## src/rtl/frame_sched_pkg.sv

```systemverilog
// frame_sched_pkg: shared encodings, defaults and helpers for the frame scheduler.
package frame_sched_pkg;
    typedef enum logic [3:0] {
        IDLE        = 4'd0,
        ARM         = 4'd1,
        TRIGGER     = 4'd2,
        WAIT_FRAME  = 4'd3,
        WAIT_PERIOD = 4'd4,
        ERROR       = 4'd5
    } state_t;
    localparam logic [1:0] MODE_SINGLE     = 2'd0;
    localparam logic [1:0] MODE_BURST      = 2'd1;
    localparam logic [1:0] MODE_CONTINUOUS = 2'd2;
    localparam logic [1:0] MODE_SINGLE_ALT = 2'd3;
    localparam int DEF_TIMEOUT_CYCLES = 2000000;
    localparam int DEF_MIN_PERIOD     = 1100;
    function automatic logic [31:0] clamp_period(input logic [31:0] p, input logic [31:0] min_p);
        return (p < min_p) ? min_p : p;
    endfunction
endpackage

```

## src/rtl/period_timer.sv

```systemverilog
// period_timer: down-counter that flags expiry so triggers are spaced exactly one period apart.
module period_timer (
    input  logic        master_clock,
    input  logic        reset,
    input  logic        load,
    input  logic [31:0] period,
    output logic        expire,
    output logic        done
);
    logic [31:0] count;
    // Loaded at the end of TRIGGER; the two-cycle ARM->TRIGGER path absorbs the remaining spacing.
    always_ff @(posedge master_clock) begin
        if (reset)
            count <= '0;
        else if (load)
            count <= period - 32'd2;
        else if (count != '0)
            count <= count - 32'd1;
    end
    assign expire = (count == 32'd1);
    assign done   = (count == '0);
endmodule

```

## src/rtl/frame_scheduler.sv

```systemverilog
// frame_scheduler: sequences sensor frame triggers in single/burst/continuous modes.
// Define FRAME_SCHED_WATCHDOG_EN to enable the WAIT_FRAME watchdog and the ERROR state.
module frame_scheduler
    import frame_sched_pkg::*;
#(
    parameter int TIMEOUT_CYCLES = DEF_TIMEOUT_CYCLES,
    parameter int MIN_PERIOD     = DEF_MIN_PERIOD
) (
    input  logic        master_clock,
    input  logic        reset,
    input  logic        cmd_start,
    input  logic        cmd_stop,
    input  logic [1:0]  cfg_mode,
    input  logic [31:0] cfg_period,
    input  logic [15:0] cfg_burst_len,
    input  logic        frame_done,
    input  logic        sink_ready,
    output logic        frame_trigger,
    output logic        busy,
    output logic [15:0] frame_count,
    output logic [15:0] overrun_count,
    output logic        timeout_err,
    output logic [3:0]  dbg_sched_state
);
    state_t      state, next_state;
    logic [31:0] period_q;
    logic [15:0] burst_q;
    logic [1:0]  mode_q;
    logic        stop_pending;
    logic        timer_expire, timer_done, timeout;
    logic        start_ok, in_wf, stopping, last_frame;
    logic [15:0] count_inc;

    assign start_ok   = (state == IDLE) && cmd_start && !cmd_stop;
    assign in_wf      = (state == WAIT_FRAME);
    assign stopping   = stop_pending || cmd_stop;
    assign count_inc  = frame_count + 16'd1;
    assign last_frame = (mode_q == MODE_BURST) ? (count_inc == burst_q) : (mode_q != MODE_CONTINUOUS);

    period_timer u_timer (
        .master_clock(master_clock),
        .reset(reset),
        .load(state == TRIGGER),
        .period(period_q),
        .expire(timer_expire),
        .done(timer_done)
    );

`ifdef FRAME_SCHED_WATCHDOG_EN
    logic [31:0] wd_count;
    always_ff @(posedge master_clock) begin
        if (reset) begin
            wd_count    <= '0;
            timeout_err <= 1'b0;
        end else begin
            wd_count    <= in_wf ? wd_count + 32'd1 : '0;
            timeout_err <= (state == ERROR);
        end
    end
    assign timeout = in_wf && !frame_done && (wd_count == 32'(TIMEOUT_CYCLES - 1));
`else
    assign timeout     = 1'b0;
    assign timeout_err = 1'b0;
`endif

    always_ff @(posedge master_clock) begin
        if (reset)
            state <= IDLE;
        else
            state <= next_state;
    end

    always_comb begin
        next_state = state;
        case (state)
            IDLE:        next_state = start_ok ? ARM : IDLE;
            ARM:         next_state = cmd_stop ? IDLE : (sink_ready ? TRIGGER : ARM);
            TRIGGER:     next_state = cmd_stop ? IDLE : WAIT_FRAME;
            WAIT_FRAME:  next_state = frame_done ? ((stopping || last_frame) ? IDLE :
                                                   (timer_expire || timer_done) ? ARM : WAIT_PERIOD) :
                                      timeout ? (stopping ? IDLE : ERROR) : WAIT_FRAME;
            WAIT_PERIOD: next_state = cmd_stop ? IDLE : (timer_expire ? ARM : WAIT_PERIOD);
            ERROR:       next_state = cmd_stop ? IDLE : ERROR;
            default:     next_state = IDLE;
        endcase
    end

    always_ff @(posedge master_clock) begin
        if (reset) begin
            frame_trigger   <= 1'b0;
            busy            <= 1'b0;
            dbg_sched_state <= 4'd0;
        end else begin
            frame_trigger   <= (state == TRIGGER);
            busy            <= (state != IDLE);
            dbg_sched_state <= state;
        end
    end

    always_ff @(posedge master_clock) begin
        if (reset) begin
            period_q      <= '0;
            burst_q       <= '0;
            mode_q        <= MODE_SINGLE;
            stop_pending  <= 1'b0;
            frame_count   <= '0;
            overrun_count <= '0;
        end else begin
            stop_pending <= in_wf && stopping && (next_state == WAIT_FRAME);
            if (start_ok) begin
                period_q      <= clamp_period(cfg_period, 32'(MIN_PERIOD));
                burst_q       <= (cfg_burst_len == '0) ? 16'd1 : cfg_burst_len;
                mode_q        <= cfg_mode;
                frame_count   <= '0;
                overrun_count <= '0;
            end else begin
                if (in_wf && frame_done)
                    frame_count <= count_inc;
                if (in_wf && timer_expire && overrun_count != 16'hFFFF)
                    overrun_count <= overrun_count + 16'd1;
            end
        end
    end
endmodule

```

## config.mk

```make
export PLATFORM = sky130hd
export DESIGN_NAME = frame_scheduler
export DESIGN_NICKNAME = d
export VERILOG_FILES = /design/src/rtl/frame_sched_pkg.sv /design/src/rtl/period_timer.sv /design/src/rtl/frame_scheduler.sv
export SDC_FILE = /design/constraint.sdc
export NUM_CORES = 1
export LEC_CHECK = 0
export BUFFER_PORTS_ARGS = -buffer_cell sky130_fd_sc_hd__buf_2
export CORE_MARGIN = 2
export CORE_UTILIZATION = 40
export CTS_BUF_LIST = sky130_fd_sc_hd__clkbuf_4
export DETAILED_ROUTE_END_ITERATION = 8
export GPL_ROUTABILITY_DRIVEN = 0
export PLACE_DENSITY = 0.66
export REMOVE_ABC_BUFFERS = 1
export SYNTH_ARGS = -nofsm -noshare
export SYNTH_HDL_FRONTEND = slang
export SYNTH_SLANG_ARGS = --single-unit
export TNS_END_PERCENT = 10
```

## constraint.sdc

```tcl
create_clock -name master_clock -period 2.97 [get_ports master_clock]
set_input_delay 0.1485 -clock master_clock [delete_from_list [all_inputs] [get_ports master_clock]]
set_output_delay 0.1485 -clock master_clock [all_outputs]
set_load 0.01 [all_outputs]
```

==> summary.md, run 1 <==
| Metric | Value |
|---|---|
| Detail-routed net length per standard cell | 14.17 um |
| Vias post-DR | 5864 |
| Wire length of the first global-routing pass | 26110 um |
| Top-level port count | 95 |
| Yosys Warn Count | 0 |
| Hpwl dp | 11100 um |
| Count of buffers from port buffering | 92 |
| Slew at the pin with the worst max-slew slack | 0.9230 ns |
| Number of setup buffers added after CTS | 0 |
| Final nets | 961 |
| Overall power consumption | 5.686 mW |
| Number of gates resized after CTS | 0 |
| Final core occ | 0.5018 |
| Power Dens Cells | 721.2 nW/um2 |
| Final period util | 0.8965 |
| Worst path most repeated cell | nand3_1 |
| Maximum buffer depth of the clock tree | 2 |
| Cell Rows | 46 |
| Leak pwr | 3.092 nW |
| Fraction of synthesized cell area taken by the top area cell type | 0.3874 |
| Count of placed standard cells including taps | 1044 |
| Dominant cell by count in the synthesized netlist | dfxtp_1 |
| Achievable frequency | 0.3756 GHz |
| Maximum capacitance violations | 0 |
| Number of remaining DRC errors | 0 |
| Worst Min Path Start | frame_done |
| Setup repair after global routing missed its margin | false |
| Later-pin clock latency in the skew report | 0.52 ns |
| Overall track demand over capacity in global routing | 0.1941 |
| Pre-antenna DRT Iters | 7 |
| Peak ir drop on the vdd network | 373.8 uV |
| Required time at the worst-slack endpoint | 3.37 ns |
| Critical path cell sequence | ha_1 -> nand3_1 -> nor3_1 -> nand3_1 -> xnor2_1 -> nand4_1 -> o41ai_1 -> o31ai_1 |
| Run status | finished, final reports clean |
| Worst min path class | in2reg |
| Number of violations reported at the end of detailed-routing iteration 0 | 356 |
| Sequential standard cell area | 2462 um2 |
| Clock sink count | 123 |
| Share of synthesized flip-flops with an asynchronous set or reset | 0 |
| Commonest cells in the synthesized netlist | dfxtp_1 (123), nor2_1 (87), nand2_1 (86) |
| Multi-input gate area | 3680 um2 |
| Summed instance area of the synthesized netlist | 6356 um2 |
| Die footprint | 16910 um2 |
| Starting utilization of the core area | 0.4045 |
| DIE HEIGHT | 130.1 um |
| Length of routed wiring on met1 | 7632 um |
| Final Max Slew Viols | 0 |
| Hold violation count in the final report | 0 |
| Area growth from synthesis to final layout | 24.04% |
| CP Data Arrival Time | 3.06 ns |
| Worst reg2reg path endpoint | state[2] |
| Chip Width | 130.1 um |
| Hold Path End | state[2] |
| Cts bufs inserted | 17 |
| Crit path max-delay family | simple AND/OR/NAND/NOR gates |
| Syn avg cell area | 8.363 um2 |
| Type of the worst setup path | reg2reg |
| Grt total ovfl | 0 |
| Startpoint of the worst setup timing path | frame_count[0] |
| CP max stage delay | 0.55 ns |
| Number of fill cells | 1493 |
| Number of enable-type register cells in the synthesized netlist | 0 |
| Final instance count without filler cells | 1130 |
| Count of antenna-violating nets left after detailed routing | 0 |
| Sort of element at the end of the critical path | flop |
| Maximum fanout along the worst path | 7 |
| Clock root buffer | clkbuf_4 |
| Hold Crit Depth | 3 |
| Clock period minus final worst setup slack | 2.662 ns |
| Number of antenna violations at the first check in global routing | 1 |
| Overall routed net length | 16020 um |
| Core Area | 15710 um2 |
| Wire length on met2 | 7146 um |
| Met3 routed WL | 964 um |
| Cells on worst reg2reg path | 8 |
| Cell at the slowest stage of the critical path | o41ai_1 |
| Fraction of layout cells with a size suffix above 1 | 0.1752 |
| Launch instance of the worst register-to-register path | frame_count[0] |
| TritonCTS clock tree | built |
| Cell type with the largest total area after synthesis | dfxtp_1 |
| Reg2reg setup slack | 0.31 ns |
| TNS Setup | 0 ns |
| Main flop type after synthesis | dfxtp_1 |
| H-tree depth | 4 |
| Count of cell types in the netlist | 60 |
| Number of instances in the synthesized netlist | 760 |
| Average via count per standard cell | 5.189 |
| Final setup skew | 0.008181 ns |
| Count of buffer and inverter cells on the critical path | 0 |
| Vias in the first global route | 5338 |
| DR top layer | met4 |
| Sequential element share of the synthesized area | 0.3874 |
| Headroom to the max-slew limit | 0.3847 |
| Final Setup Violations | 0 |
| Pin count of the biggest net entering global routing | 44 |
| Reg clk slew, reported paths | 0.11 ns |
| Cells taking the most area after synthesis | dfxtp_1 (39%), xor2_1 (6.6%), xnor2_1 (6.3%), nor2_1 (5.1%), nand2_1 (5.1%) |
| Total of flip-flops plus latches after synthesis | 123 |
| Type of element launching the critical path | flop |
-- stage by stage --
step	setup WS [ns]	hold slack (ns)	area, um2
6_report	0.3075	0.1255	7884
5_1_grt	0.09071	0.1029	7884
4_1_cts	0.3151	0.06687	7881
3_5_place_dp	0.3520	0.3614	7038
3_3_place_gp	0.2786	0.3583	7038
2_1_floorplan	0.3122	0.2131	6192
-- worst max path at each step --
stage	to	slack, ns	cells after the start
after floorplan	u_timer.count[11]	0.31	4
after global placement	state[2]	0.28	8
after detailed placement	state[2]	0.35	8
after CTS	state[2]	0.32	8
after global routing	state[2]	0.09	8
final	state[2]	0.31	8
-- routing by layer --
| metal | vias up | GRT usage |
|---|---|---|
| met4 | 0 | 0.06135 |
| met3 | 28 | 0.05084 |
| li1 | 2995 | - |
| met5 | - | 0 |
| met2 | 174 | 0.3049 |
| met1 | 2667 | 0.2614 |
-- report_power, final --
| group | total, mW | switching, mW | internal, mW |
|---|---|---|---|
| logic | 2.26 | 1.29 | 0.972 |
| registers | 2.13 | 0.243 | 1.88 |
| clock network | 1.30 | 0.633 | 0.665 |
| total | 5.69 | 2.17 | 3.52 |
-- tightest hold or removal path, stage by stage --
cell and delay (ns):
buf_2 0.14, nand2_1 0.20, o31ai_1 0.11
-- cells by family after synthesis --
logic type,after synthesis,synth area share
simple gates,324,0.2679
compound gates,157,0.1669
flops,123,0.3874
xor+xnor,94,0.1295
buf+inv,54,0.03465
fa+ha+maj,5,0.009843
mux,2,0.003150
other cells,1,0.0005900
-- cell usage in the layout, fill, tap and decap left out, types with 7 or more instances in the layout --
cell / netlist / final
nor4_1: 14 / 14
o21ai_0: 16 / 16
xor2_1: 48 / 48
xnor2_1: 46 / 46
nor3_1: 26 / 26
inv_1: 12 / 12
a22o_1: 26 / 26
dlygate4sd3_1: 0 / 53
a21oi_1: 49 / 49
or3_1: 13 / 13
dfxtp_1: 123 / 123
buf_2: 5 / 92
buf_4: 3 / 15
a211oi_1: 26 / 26
or4_1: 7 / 7
nand3_1: 25 / 25
and3_1: 8 / 8
o21ai_1: 7 / 7
nor2_1: 87 / 86
clkbuf_4: 0 / 18
nor4_2: 7 / 7
nand2_1: 86 / 86
nand4_1: 13 / 13
-- area by class of cell --
type                            instances  area share
Antenna cell                            1   0.0003174
Clock buffer                           18     0.01714
Clock inverter                         14     0.02254
Inverter                               14    0.006666
Multi-Input combinational cell        584      0.4668
Sequential cell                       123      0.3123
Tap cell                              216     0.03428
Timing Repair Buffer                  160      0.1400
-- sequential cells by signal, indices dropped and copies added (netlist names) --
name / flops
period_q: 32
u_timer.count: 32
burst_q: 16
frame_count: 16
overrun_count: 16
dbg_sched_state: 3
state: 3
mode_q: 2
busy: 1
frame_trigger: 1
stop_pending: 1
-- repair_timing --
item | in CTS | in global routing
hold buffers | 53 | 0
setup endpoints to repair | 0 | 0
endpoints found under the hold margin | 61 | 0
(Power assumes the default switching activity.)
==> run 2: changes to the inputs <==
==> constraint.sdc (replaced) <==
create_clock -name master_clock -period 2.97 [get_ports master_clock]
set_input_delay 0.297 -clock master_clock [delete_from_list [all_inputs] [get_ports master_clock]]
set_output_delay 0.297 -clock master_clock [all_outputs]
set_load 0.01 [all_outputs]
==> summary.md, run 2 (synthesis gave the netlist of run 1 again) <==
| Metric | Value |
|---|---|
| Run status | finished, final reports clean |
| Detail-routed net length per standard cell | 14.29 um |
| Pre-antenna DRT Iters | 5 |
| Count of placed standard cells including taps | 1045 |
| Setup repair after global routing missed its margin | false |
| Maximum capacitance violations | 0 |
| Maximum fanout along the worst path | 10 |
| Worst Min Path Start | cfg_burst_len[0] |
| CP Data Arrival Time | 3.10 ns |
| Cell area reported after detailed placement | 7046 um2 |
| Final instance count without filler cells | 1127 |
| Hold Crit Depth | 3 |
| Average via count per standard cell | 5.186 |
| Hold Path End | burst_q[0] |
| Worst reg2reg path endpoint | state[2] |
| Overall track demand over capacity in global routing | 0.1951 |
| Type of element launching the critical path | flop |
| Pin count of the biggest net entering global routing | 48 |
| Grt total ovfl | 0 |
| Worst setup slack after placement | 0.3376 ns |
| TritonCTS clock tree | built |
| Most frequent cells in the layout | dfxtp_1 (123), buf_2 (92), nand2_1 (86), nor2_1 (86) |
| Number of setup buffers added after CTS | 0 |
| Cell at the slowest stage of the critical path | dfxtp_1 |
| H-tree depth | 4 |
| Die footprint | 16910 um2 |
| Final Max Slew Viols | 0 |
| Area growth from synthesis to final layout | 22.97% |
| Reg clk slew, reported paths | 0.12 ns |
| Number of antenna violations at the first check in global routing | 1 |
| Achievable frequency | 0.3733 GHz |
| Later-pin clock latency in the skew report | 0.53 ns |
| Slew at the pin with the worst max-slew slack | 0.9469 ns |
| Fraction of layout cells with a size suffix above 1 | 0.1802 |
| Cts bufs inserted | 17 |
| Worst slack on hold paths | 0.06220 ns |
| Sequential standard cell area | 2462 um2 |
| Number of remaining DRC errors | 0 |
| Critical path cell sequence | ha_1 -> nand3_1 -> nor3_1 -> nand3_1 -> xnor2_1 -> nand4_1 -> o41ai_1 -> o31ai_1 |
| Final nets | 958 |
| Core Area | 15710 um2 |
| Starting utilization of the core area | 0.4045 |
| Top-level port count | 95 |
| Wire length of the first global-routing pass | 26110 um |
| Chip Width | 130.1 um |
| Maximum buffer depth of the clock tree | 2 |
| Type of the worst setup path | reg2reg |
| Headroom to the max-slew limit | 0.3687 |
| Multi-input gate area | 3680 um2 |
| Hold violation count in the final report | 0 |
| Peak ir drop on the vdd network | 359.6 uV |
| Vias in the first global route | 5231 |
| Final Setup Violations | 0 |
| Count of buffers from port buffering | 92 |
| TNS Setup | 0 ns |
| Clock root buffer | clkbuf_4 |
| Startpoint of the worst setup timing path | frame_count[0] |
| Number of gates resized after CTS | 0 |
| Worst path most repeated cell | nand3_1 |
| Worst setup margin | 0.2912 ns |
| Cells on worst reg2reg path | 8 |
| Hpwl dp | 11190 um |
| Worst min path class | in2reg |
| Final setup skew | 0.01369 ns |
| Power Dens Cells | 712.4 nW/um2 |
| DIE HEIGHT | 130.1 um |
| Reg2reg setup slack | 0.29 ns |
| Number of violations reported at the end of detailed-routing iteration 0 | 365 |
| Vias post-DR | 5845 |
| Overall routed net length | 16110 um |
| Leading cell type in the layout, fill and taps excluded | dfxtp_1 |
| Cell area after layout | 7816 um2 |
| Cell Rows | 46 |
| Number of fill cells | 1511 |
| Count of antenna-violating nets left after detailed routing | 0 |
| Sort of element at the end of the critical path | flop |
| Launch instance of the worst register-to-register path | frame_count[0] |
| Clock sink count | 123 |
| Leak pwr | 3.055 nW |
| CP max stage delay | 0.50 ns |
| Overall power consumption | 5.568 mW |
| Final period util | 0.9019 |
| Largest registers | period_q x32, u_timer.count x32 |
| Clock period minus final worst setup slack | 2.679 ns |
| Final core occ | 0.4975 |
| Required time at the worst-slack endpoint | 3.39 ns |
## run 2: cell type report
class / instances / area share
inverter: 14 / 0.006723
clock buffer: 17 / 0.01633
tap: 216 / 0.03458
timing repair buffer: 157 / 0.1370
sequential: 123 / 0.3150
multi-input combinational: 584 / 0.4708
clock inverter: 15 / 0.01921
antenna: 1 / 0.0003202
## run 2: timing repair
action | in CTS | in global routing
hold endpoints to repair | 49 | 0
hold buffers | 49 | 0
setup endpoints to repair | 0 | 0
## run 2: how the worst max path moves through the flow
stage / slack, ns / cells after the start / endpoint
3_3_place_gp: 0.53 / 8 / state[2]
4_1_cts: 0.31 / 8 / state[2]
2_1_floorplan: 0.31 / 4 / u_timer.count[11]
5_1_grt: 0.03 / 8 / state[2]
3_5_place_dp: 0.34 / 8 / state[2]
6_report: 0.29 / 8 / state[2]
## run 2: worst max-delay path, delay by kind of cell, from the launching register on
kind            cells  cell delay, ns
simple gates        4            0.86
compound gates      2            0.58
flops               1            0.50
fa+ha+maj           1            0.45
xor+xnor            1            0.19
## run 2: metal layers
metal,share of wire,vias to the layer above,GRT usage
met5,0,-,0
met4,0.015,0,0.06452
met3,0.056,22,0.04592
met2,0.44,168,0.2917
met1,0.49,2663,0.2769
li1,-,2992,-
## run 2: power breakdown
group          internal, mW  leakage [nW]  switching, mW  total (mW)
registers              1.88          1.00          0.241        2.12
logic                 0.970          1.92           1.31        2.28
clock network         0.495         0.134          0.667        1.16
total                  3.35          3.06           2.22        5.57
==> run 3: changes to the inputs <==
- CORE_MARGIN: 2 -> 4
- PLACE_DENSITY: 0.66 -> unset
==> summary.md, run 3 (synthesis gave the netlist of run 1 again) <==
| Metric | Value |
|---|---|
| Hold Crit Depth | 3 |
| Final period util | 0.8959 |
| CP Data Arrival Time | 3.09 ns |
| Reg clk slew, reported paths | 0.11 ns |
| Critical path cell sequence | ha_1 -> nand3_1 -> nor3_1 -> nand3_1 -> xnor2_1 -> nand4_1 -> o41ai_1 -> o31ai_1 |
| Maximum buffer depth of the clock tree | 2 |
| Leak pwr | 3.080 nW |
| Maximum fanout along the worst path | 10 |
| Wire length of the first global-routing pass | 27830 um |
| Crit path max-delay family | simple AND/OR/NAND/NOR gates |
| Run status | finished, final reports clean |
| Area growth from synthesis to final layout | 23.15% |
| Type of the worst setup path | reg2reg |
| Overall routed net length | 16910 um |
| Worst path most repeated cell | nand3_1 |
| Fraction of layout cells with a size suffix above 1 | 0.1764 |
| Cells on worst reg2reg path | 8 |
| Chip Width | 134.1 um |
| Switching power | 2.158 mW |
| Worst setup slack after placement | 0.2901 ns |
| Launch instance of the worst register-to-register path | frame_count[0] |
| Number of gates resized after CTS | 0 |
| TNS Setup | 0 ns |
| Worst setup margin | 0.3092 ns |
| Number of violations reported at the end of detailed-routing iteration 0 | 409 |
| Die footprint | 17970 um2 |
| Starting utilization of the core area | 0.4135 |
| Pin count of the biggest net entering global routing | 48 |
| TritonCTS clock tree | built |
| Worst slack on hold paths | 0.05299 ns |
| Final Max Slew Viols | 0 |
| Final core occ | 0.5092 |
| Cts bufs inserted | 17 |
| Vias in the first global route | 5794 |
| Count of buffers from port buffering | 92 |
| Top-level port count | 95 |
| H-tree depth | 4 |
| Worst reg2reg path endpoint | state[2] |
| Internal power | 3.525 mW |
| CP max stage delay | 0.52 ns |
| Number of antenna violations at the first check in global routing | 1 |
| Hpwl dp | 12120 um |
| Type of element launching the critical path | flop |
| Cell at the slowest stage of the critical path | o41ai_1 |
| Share of power burned in combinational logic | 0.398 |
| Maximum capacitance violations | 0 |
| Clock period minus final worst setup slack | 2.661 ns |
| Detail-routed net length per standard cell | 15.10 um |
| Sort of element at the end of the critical path | flop |
| Final nets | 957 |
| Core Area | 15370 um2 |
| Cell area reported after detailed placement | 7032 um2 |
| Final setup skew | 0.01929 ns |
| Later-pin clock latency in the skew report | 0.54 ns |
| Count of buffer and inverter cells on the critical path | 0 |
| Portion of total power attributed to sequential cells | 0.376 |
| Largest registers | period_q x32, u_timer.count x32 |
| Number of remaining DRC errors | 0 |
| Pre-antenna DRT Iters | 6 |
| Peak ir drop on the vdd network | 422.1 uV |
| Vias post-DR | 5952 |
| Worst Min Path Start | cfg_burst_len[0] |
| Slew at the pin with the worst max-slew slack | 0.8530 ns |
| Cell area after layout | 7828 um2 |
| Grt total ovfl | 0 |
| Most frequent cells in the layout | dfxtp_1 (123), buf_2 (92), nand2_1 (86), nor2_1 (86) |
| Number of fill cells | 1430 |
| Setup repair after global routing missed its margin | false |
| Average via count per standard cell | 5.314 |
| Hold Path End | burst_q[0] |
| Final Setup Violations | 0 |
| Leading cell type in the layout, fill and taps excluded | dfxtp_1 |
| Clock network fraction of total power | 0.226 |
| Reg2reg setup slack | 0.31 ns |
| Count of antenna-violating nets left after detailed routing | 0 |
| Cell Rows | 45 |
| Power Dens Cells | 725.9 nW/um2 |
| DIE HEIGHT | 134.1 um |
| Hold violation count in the final report | 0 |
| Overall track demand over capacity in global routing | 0.1896 |
| Headroom to the max-slew limit | 0.4313 |
| Achievable frequency | 0.3758 GHz |
| Required time at the worst-slack endpoint | 3.40 ns |
| Switch share | 0.3797 |
| Clock sink count | 123 |
| Clock root buffer | clkbuf_4 |
| Worst min path class | in2reg |
-- run 3: changes by cell type in the layout (fill, tap and decap cells not counted), sizes merged --
cell / previous run / this run
clkbuf: 17 / 20
diode: 1 / 2
inv: 14 / 12
clkinvlp: 6 / 1
buf: 108 / 107
bufinv: 2 / 4
-- run 3: per-stage QoR --
stage / total power, mW / instances
final: 5.682 / 1120
after CTS: 5.694 / 1118
after global routing: 6.061 / 1120
after detailed placement: 4.352 / 1039
after floorplan: 3.832 / 721
after global placement: 4.330 / 1039
-- run 3: power by group through the flow --
stage	clock (mW)	sequential [mW]	combinational, mW
after floorplan	0	2.11	1.72
after global placement	0	2.15	2.18
after detailed placement	0	2.17	2.18
after CTS	1.31	2.13	2.25
after global routing	1.40	2.17	2.50
final	1.28	2.14	2.26
-- run 3: repair_timing --
item	CTS	global route
setup buffers	0	0
hold endpoints to repair	49	0
hold buffers	49	0
-- run 3: layer usage --
layer	global-route usage	vias to the layer above	part of all wire
met3	0.04801	29	0.050
met4	0.06787	0	0.018
li1	-	2984	-
met1	0.2462	2763	0.48
met2	0.3069	176	0.45
met5	0	-	0
-- run 3: cell type report --
| type | count | area [um2] | area share |
|---|---|---|---|
| multi-input combinational | 584 | 3680 | 0.4701 |
| antenna | 2 | 5.005 | 0.0006394 |
| clock inverter | 10 | 150.1 | 0.01918 |
| clock buffer | 20 | 150.1 | 0.01918 |
| timing repair buffer | 156 | 1064 | 0.1359 |
| tap | 211 | 264.0 | 0.03373 |
| inverter | 14 | 52.55 | 0.006714 |
| sequential | 123 | 2462 | 0.3146 |
-- run 3: worst max-delay path by stage --
stage | slack (ns) | to | startpoint | depth (start not counted)
after floorplan | 0.31 | u_timer.count[11] | state[1] | 4
after global placement | 0.51 | u_timer.count[30] | u_timer.count[0] | 9
after detailed placement | 0.29 | state[2] | frame_count[0] | 8
after CTS | 0.28 | state[2] | frame_count[0] | 8
after global routing | 0.05 | state[2] | frame_count[0] | 8
final | 0.31 | state[2] | frame_count[0] | 8
-- run 3: worst register-to-register path: stages (launching register included) --
cell and delay, ns:
dfxtp_1 0.49, ha_1 0.43, nand3_1 0.18, nor3_1 0.39
nand3_1 0.15, xnor2_1 0.17, nand4_1 0.11, o41ai_1 0.52
o31ai_1 0.10
